==> src/rtl/alu_cmd_sequencer.sv <==
// Issue stage for a registered 1-cycle ALU: buffers operand/opcode commands in a FIFO,
// issues them one at a time and presents each opcode-tagged result on a valid/ready output.
module alu_cmd_sequencer #(
  parameter int DATA_WIDTH = 8,
  parameter int FIFO_DEPTH = 4
) (
  input  logic                    clk,
  input  logic                    rst_n,
  input  logic                    cmd_valid,
  output logic                    cmd_ready,
  input  logic [DATA_WIDTH-1:0]   cmd_a,
  input  logic [DATA_WIDTH-1:0]   cmd_b,
  input  logic [2:0]              cmd_op,
  output logic [DATA_WIDTH-1:0]   alu_a,
  output logic [DATA_WIDTH-1:0]   alu_b,
  output logic [2:0]              alu_op,
  input  logic [2*DATA_WIDTH-1:0] alu_result,
  output logic                    res_valid,
  input  logic                    res_ready,
  output logic [2*DATA_WIDTH-1:0] res_data,
  output logic [2:0]              res_op,
  output logic                    busy
);

  localparam int AW = $clog2(FIFO_DEPTH);
  localparam int CW = AW + 1;
  localparam int EW = 2 * DATA_WIDTH + 3;

  typedef enum logic [1:0] {
    S_IDLE,
    S_ISSUE,
    S_WAIT,
    S_OUT
  } state_t;

  state_t                  state;
  logic [EW-1:0]           mem [FIFO_DEPTH];
  logic [AW-1:0]           wr_ptr;
  logic [AW-1:0]           rd_ptr;
  logic [CW-1:0]           count;
  logic [CW-1:0]           count_next;
  logic                    full_q;
  logic                    empty_q;
  logic                    push;
  logic                    pop;
  logic [DATA_WIDTH-1:0]   head_a;
  logic [DATA_WIDTH-1:0]   head_b;
  logic [2:0]              head_op;

  assign cmd_ready = !full_q;
  assign busy      = (state != S_IDLE) || !empty_q;
  assign push      = cmd_valid && !full_q;
  // The FIFO is only popped at the moment a command is loaded into the ALU registers.
  assign pop       = !empty_q &&
                     ((state == S_IDLE) || (state == S_OUT && res_valid && res_ready));
  assign {head_op, head_a, head_b} = mem[rd_ptr];

  always_comb begin
    count_next = count;
    if (push && !pop)
      count_next = count + 1'b1;
    else if (!push && pop)
      count_next = count - 1'b1;
  end

  always_ff @(posedge clk) begin
    if (push)
      mem[wr_ptr] <= {cmd_op, cmd_a, cmd_b};
  end

  always_ff @(posedge clk or negedge rst_n) begin
    if (!rst_n) begin
      wr_ptr    <= '0;
      rd_ptr    <= '0;
      count     <= '0;
      full_q    <= 1'b0;
      empty_q   <= 1'b1;
      state     <= S_IDLE;
      alu_a     <= '0;
      alu_b     <= '0;
      alu_op    <= '0;
      res_valid <= 1'b0;
      res_data  <= '0;
      res_op    <= '0;
    end else begin
      if (push)
        wr_ptr <= wr_ptr + 1'b1;
      if (pop)
        rd_ptr <= rd_ptr + 1'b1;
      count   <= count_next;
      full_q  <= (count_next == CW'(FIFO_DEPTH));
      empty_q <= (count_next == '0);

      case (state)
        S_IDLE: begin
          if (!empty_q) begin
            alu_a  <= head_a;
            alu_b  <= head_b;
            alu_op <= head_op;
            state  <= S_ISSUE;
          end
        end
        S_ISSUE: begin
          state <= S_WAIT;
        end
        S_WAIT: begin
          res_data  <= alu_result;
          res_op    <= alu_op;
          res_valid <= 1'b1;
          state     <= S_OUT;
        end
        S_OUT: begin
          if (res_valid && res_ready) begin
            res_valid <= 1'b0;
            if (!empty_q) begin
              alu_a  <= head_a;
              alu_b  <= head_b;
              alu_op <= head_op;
              state  <= S_ISSUE;
            end else begin
              state <= S_IDLE;
            end
          end
        end
        default: state <= S_IDLE;
      endcase
    end
  end

endmodule

==> config.mk <==
export PLATFORM = sky130hd
export DESIGN_NAME = alu_cmd_sequencer
export DESIGN_NICKNAME = d
export VERILOG_FILES = /design/src/rtl/alu_cmd_sequencer.sv
export SDC_FILE = /design/constraint.sdc
export NUM_CORES = 1
export LEC_CHECK = 0
export ABC_AREA = 0
export CAP_MARGIN = 10
export CORE_UTILIZATION = 35
export CTS_CLUSTER_DIAMETER = 40
export DETAILED_ROUTE_END_ITERATION = 6
export GPL_ROUTABILITY_DRIVEN = 0
export SETUP_SLACK_MARGIN = 0.5
export SLEW_MARGIN = 20
export SYNTH_ARGS = -nofsm -noshare
export SYNTH_HDL_FRONTEND = slang
export SYNTH_SLANG_ARGS = --single-unit
export TNS_END_PERCENT = 10
==> constraint.sdc <==
create_clock -name clk -period 2.5 [get_ports clk]
set_clock_uncertainty 0.15 [all_clocks]
set_input_delay 0.5 -clock clk [delete_from_list [all_inputs] [get_ports clk]]
set_output_delay 0.5 -clock clk [all_outputs]
set_load 0.05 [all_outputs]
* Word level (Yosys, flattened, before mapping)
Memory sizes are Yosys's and may differ from the RTL's.
Cells that the tools add are included.
** Operators by class
- $add $sub $neg :: 4
- Equality and inequality tests :: 6
- Mux-type cells :: 19
- Reduce and logical (&&, ||, !) cells :: 21
** Operators by type and width (count)
- 8-bit 2-to-1 mux :: 4
- 8-bit case mux with 2 select lines :: 2
- 3-bit 2-to-1 mux :: 4
- 2-bit case mux with 4 select lines :: 1
- 1-bit logical AND :: 7
- 3-bit case mux with 2 select lines :: 1
- 2-bit AND reduction :: 3
- 2-bit nonzero test :: 3
- 2-bit by 1-bit adder with 2-bit output, second input constant :: 2
- 2-bit == test, second input constant :: 2
- 1-bit zero test :: 4
- 1-bit 2-to-1 mux :: 4
- 2-bit 2-to-1 mux :: 2
- 3-bit by 1-bit adder with 3-bit output, second input constant :: 1
- 3-bit == test, second input constant :: 1
- 3-bit zero test :: 1
- 3-bit by 1-bit subtractor with 3-bit output, second input constant :: 1
- 2-bit by 1-bit == test with 1-bit output, second input constant :: 1
- 2-bit zero test :: 1
- 1-bit logical OR :: 2
- 2-bit by 1-bit != test with 1-bit output, second input constant :: 1
- 2-bit != test, second input constant :: 1
- 1-bit case mux with 2 select lines :: 1
** Storage, ports and cells
- Register bits :: 50
- Bits in writable memories :: 76
- Output and inout bits :: 41
- Word-level logic and storage cells :: 63
- Memories :: 1
** Memory list
- mem :: depth 4, width 19, rd ports 1, clocked after Yosys merged registers in 0, write ports 1, line 37 : logic [EW-1:0] mem [FIFO_DEPTH];

* Depth between registers and ports, before layout
- Word-level depth :: 9
- Mapped depth :: 6
- Mapped depth without buffers :: 6

* Worst setup path after synthesis
OpenSTA, ideal clock, no wires.
- Path kind :: input -> register
- From :: in cmd_valid
- To :: mem mem[0][0] in the netlist's numbering, enable pin
- Setup time :: 0.377 ns
- Arrival time :: 1.456 ns
- Data required time :: 1.973 ns
- Setup slack :: 0.517 ns
- Cell stages on the path :: 3
- Cell sequence :: nor2b_1 -> clkbuf_1 -> and2_1
** Between the ends
- Longest elaborated chain between the ends :: 3
** RTL lines
- start, declared :: line 9 : input logic cmd_valid,
- 1-bit logical AND :: line 52 : assign push = cmd_valid && !full_q;
- 1-bit 2-to-1 mux :: line 67 : if (push)
- 1-bit 2-to-1 mux (implied by the code) :: line 68 : mem[wr_ptr] <= {cmd_op, cmd_a, cmd_b};
- end, declared :: line 37
No other way between the ends.

* Worst setup path after layout
- From :: reg alu_b[4]
- To :: out alu_b[4]
** RTL lines
- start, declared :: line 15 : output logic [DATA_WIDTH-1:0] alu_b,
- start signal, assigned :: line 80 : alu_b <= '0;
- start signal, assigned :: line 98 : alu_b <= head_b;
- start signal, assigned :: line 117 : alu_b <= head_b;
No word-level cell between the ends.

==> results.py <==
metrics = {
    "critical_path": {
        "critPathBufInv": 1,
        "worst_setup_path_start_kind": "register",
        "cp_top_family": "buffers and inverters",
        "timing.critical_path.arrival_ns": 1.59,
        "cpPeakStageDelay_ns": 0.82,
        "timing.critical_path.to_type": "primary output",
        "crit_path_cell_trace": "clkdlybuf4s50_1",
        "crit_type": "reg -> out",
        "timing.critical_path.fanout_max": 2,
        "critical_path.slowest_cell": "sky130_fd_sc_hd__clkdlybuf4s50_1",
        "cp_data_required_time_ns": 1.85,
    },
    "floorplan": {
        "die_height_um": 121,
        "pin_count": 80,
        "floorplan.die.width_um": 121,
        "coreArea_um2": 13900,
        "die-area_um2": 14700,
        "floorplan.initialDensity": 0.358,
        "fp-row-count": 43,
    },
    "place": {
        "hpwl_um": 5410,
        "detailed_place.area_um2": 6070,
        "placedCellCount": 518,
        "port-buffer-count": 79,
        "post-place-ws_ns": 0.167,
    },
    "routing": {
        "post_drt_wl_per_cell_um": 15.8,
        "post_detailed_routing_wire_length_um": 8710,
        "ant_nets": 0,
        "drtIter0Drc": 112,
        "detailedRoute.firstPassIterationCount": 4,
        "detailed_route_drc_error_count": 0,
        "detail_route.vias_per_cell": 4.70,
        "dr_total_vias": 2589,
    },
    "logic_synthesis": {
        "syn-num-nets": 307,
        "syn-instance-count": 258,
        "ys_top_cells_by_count": "sky130_fd_sc_hd__edfxtp_1 (76), sky130_fd_sc_hd__dfrtp_1 (49), sky130_fd_sc_hd__mux2_2 (29), sky130_fd_sc_hd__mux4_2 (19)",
        "avgSynthCellArea_um2": 19.3,
        "yosys.cell_count.top_type": "sky130_fd_sc_hd__edfxtp_1",
        "post_synthesis_cell_area_um2": 4970,
        "cell_taking_the_most_area_after_synthesis": "sky130_fd_sc_hd__edfxtp_1",
        "yosysSeqAreaShare": 0.711,
        "synth_async_sr_flop_share": 0.397,
        "yosysUniqueCellTypes": 39,
        "yosys.area.top_type_share": 0.459,
        "synth.yosys.warnings": 0,
        "ys_top_cells_by_area": "sky130_fd_sc_hd__edfxtp_1 (46%), sky130_fd_sc_hd__dfrtp_1 (25%), sky130_fd_sc_hd__mux4_2 (8.6%), sky130_fd_sc_hd__mux2_2 (6.6%), sky130_fd_sc_hd__mux2_4 (3.0%)",
        "synth_enable_flop_cells": 76,
        "synth_flop_cell": "sky130_fd_sc_hd__edfxtp_1",
        "yosys_register_bits": 126,
    },
    "layout": {
        "postLayoutCoreUtil": 0.483,
        "post-route-cell-area_um2": 6700,
        "antenna_cells": 0,
        "nNetsFinal": 407,
        "finalNonFillerCells": 551,
        "area_delta_synth_final_pct": 34.8,
        "post_route_cells_drive_above_1_share": 0.294,
    },
    "pwr": {
        "p_leak_nw": 2.56,
        "totalPowerFinal_mw": 10.1,
        "power_density_normalized_to_cell_area_nw_per_um2": 1510,
        "ir_drop_uv": 632,
    },
    "timing": {
        "final.setup.tns_ns": 0,
        "finalCriticalPeriod_ns": 2.24,
        "hold-worst-slack_ns": 0.354,
        "hold_violations": 0,
        "final_critical_path_setup_slack_ns": 0.263,
        "grt_setup_unrepaired": "yes",
        "max_freq_ghz": 0.447,
        "tightest_slew_ns": 0.562,
        "slew_headroom": 0.626,
        "final_cycle_utilization_of_the_critical_path": 0.895,
        "setup_viol": 0,
        "report.final.slew_viol_count": 0,
    },
    "grt": {
        "grtUsageTotal": 0.130,
        "antenna_found_initial": 0,
        "grt_start_max_net_pins": 31,
        "wire_length_of_the_first_global_routing_pass_um": 13700,
        "via_count_of_the_first_global_routing_pass": 2599,
        "global_route_overflow": 0,
    },
    "clocking": {
        "cts_root_buffer": "sky130_fd_sc_hd__clkbuf_16",
        "cts.sink_count": 126,
        "max-clock-path-buffers": 2,
        "clk_transition_reported_paths_ns": 0.06,
        "tritoncts": "built",
        "cts_inserted_buffers": 17,
        "clk-insertion-delay-late_ns": 0.40,
        "clock_tree.htree_level_count": 4,
        "cts_setup_buffers": 0,
    },
    "run_status": {
        "run_status": "complete, no violations",
    },
    "hold_path": {
        "hp-class": "reg -> reg",
    },
    "run": {
        "cap_violations": 0,
    },
}
[cells in the final DEF, fill, tap and decap left out, types with 4 or more instances in the layout]
master | netlist | final
sky130_fd_sc_hd__mux4_2 | 19 | 19
sky130_fd_sc_hd__clkbuf_16 | 0 | 17
sky130_fd_sc_hd__mux2_2 | 29 | 29
sky130_fd_sc_hd__and2_1 | 4 | 4
sky130_fd_sc_hd__mux2_4 | 10 | 10
sky130_fd_sc_hd__nor2_1 | 5 | 5
sky130_fd_sc_hd__buf_12 | 1 | 6
sky130_fd_sc_hd__nand2_1 | 4 | 4
sky130_fd_sc_hd__ha_1 | 10 | 10
sky130_fd_sc_hd__dfrtp_1 | 49 | 49
sky130_fd_sc_hd__edfxtp_1 | 76 | 76
sky130_fd_sc_hd__dlymetal6s2s_1 | 0 | 4
sky130_fd_sc_hd__buf_4 | 0 | 6
sky130_fd_sc_hd__clkdlybuf4s50_1 | 0 | 67
sky130_fd_sc_hd__clkinv_4 | 0 | 4
sky130_fd_sc_hd__inv_1 | 10 | 10
[where the power goes]
part | switching, mW | internal (mW) | total (mW)
clock network | 0.885 | 1.60 | 2.48
registers | 0.316 | 2.92 | 3.23
logic | 2.41 | 1.99 | 4.40
[cell type report]
class	instances	area, µm²
inverter	10	37.5
sequential	126	3530
timing repair buffer	91	958
clock inverter	13	165
multi-input combinational	112	1330
tap	180	225
fill	1191	7180
clock buffer	19	443
[layer usage]
| metal | global-route usage | wire length, µm | vias up |
|---|---|---|---|
| li1 | - | - | 1193 |
| met1 | 0.158 | 3770 | 1314 |
| met2 | 0.211 | 4370 | 74 |
| met3 | 0.0437 | 466 | 8 |
| met4 | 0.0556 | 99 | 0 |
| met5 | 0 | 0 | - |
[path summary, 6_finish.rpt]
check | start | to | slack, ns | cells past startpoint
setup / recovery | alu_b[4]$_DFFE_PN0P_ | alu_b[4] | 0.26 | 1
hold / removal | res_data[2]$_DFFE_PN0P_ | res_data[2]$_DFFE_PN0P_ | 0.35 | 1
setup reg to reg | state[0]$_DFFE_PN0P_ | full_q$_DFF_PN0_ | 0.51 | 6
hold reg to reg | res_data[2]$_DFFE_PN0P_ | res_data[2]$_DFFE_PN0P_ | 0.35 | 1
max in group asynchronous | rst_n | empty_q$_DFF_PN1_ | 1.09 | 3
min in group asynchronous | rst_n | res_data[15]$_DFFE_PN0P_ | 0.48 | 2
[sequential cells by signal, summed over array words and instances, names as in the netlist]
signal / flops
state: 2
empty_q: 1
res_valid: 1
full_q: 1
alu_op: 3
alu_b: 8
res_op: 3
alu_a: 8
mem: 76
rd_ptr: 2
count: 3
res_data: 16
wr_ptr: 2
[timing repair]
item                                   CTS  global route
resized for setup                       10             4
hold buffers                             1             0
setup endpoints to repair               42            42
endpoints found under the hold margin   20             0
[cells by family (layout without fill, tap and decap cells)]
group                    count (synthesis)  count (layout)  share of synthesized area
buffers and inverters                   20             133                     0.0204
AO/OA/AOI/OAI                           18              18                     0.0300
flip-flops                             126             126                      0.711
adder cells (fa/ha/maj)                 10              10                     0.0252
multiplexers                            58              58                      0.182
AND/OR/NAND/NOR                         22              22                     0.0242
XOR/XNOR                                 4               4                    0.00705
Power figures use the tool's default switching activity.
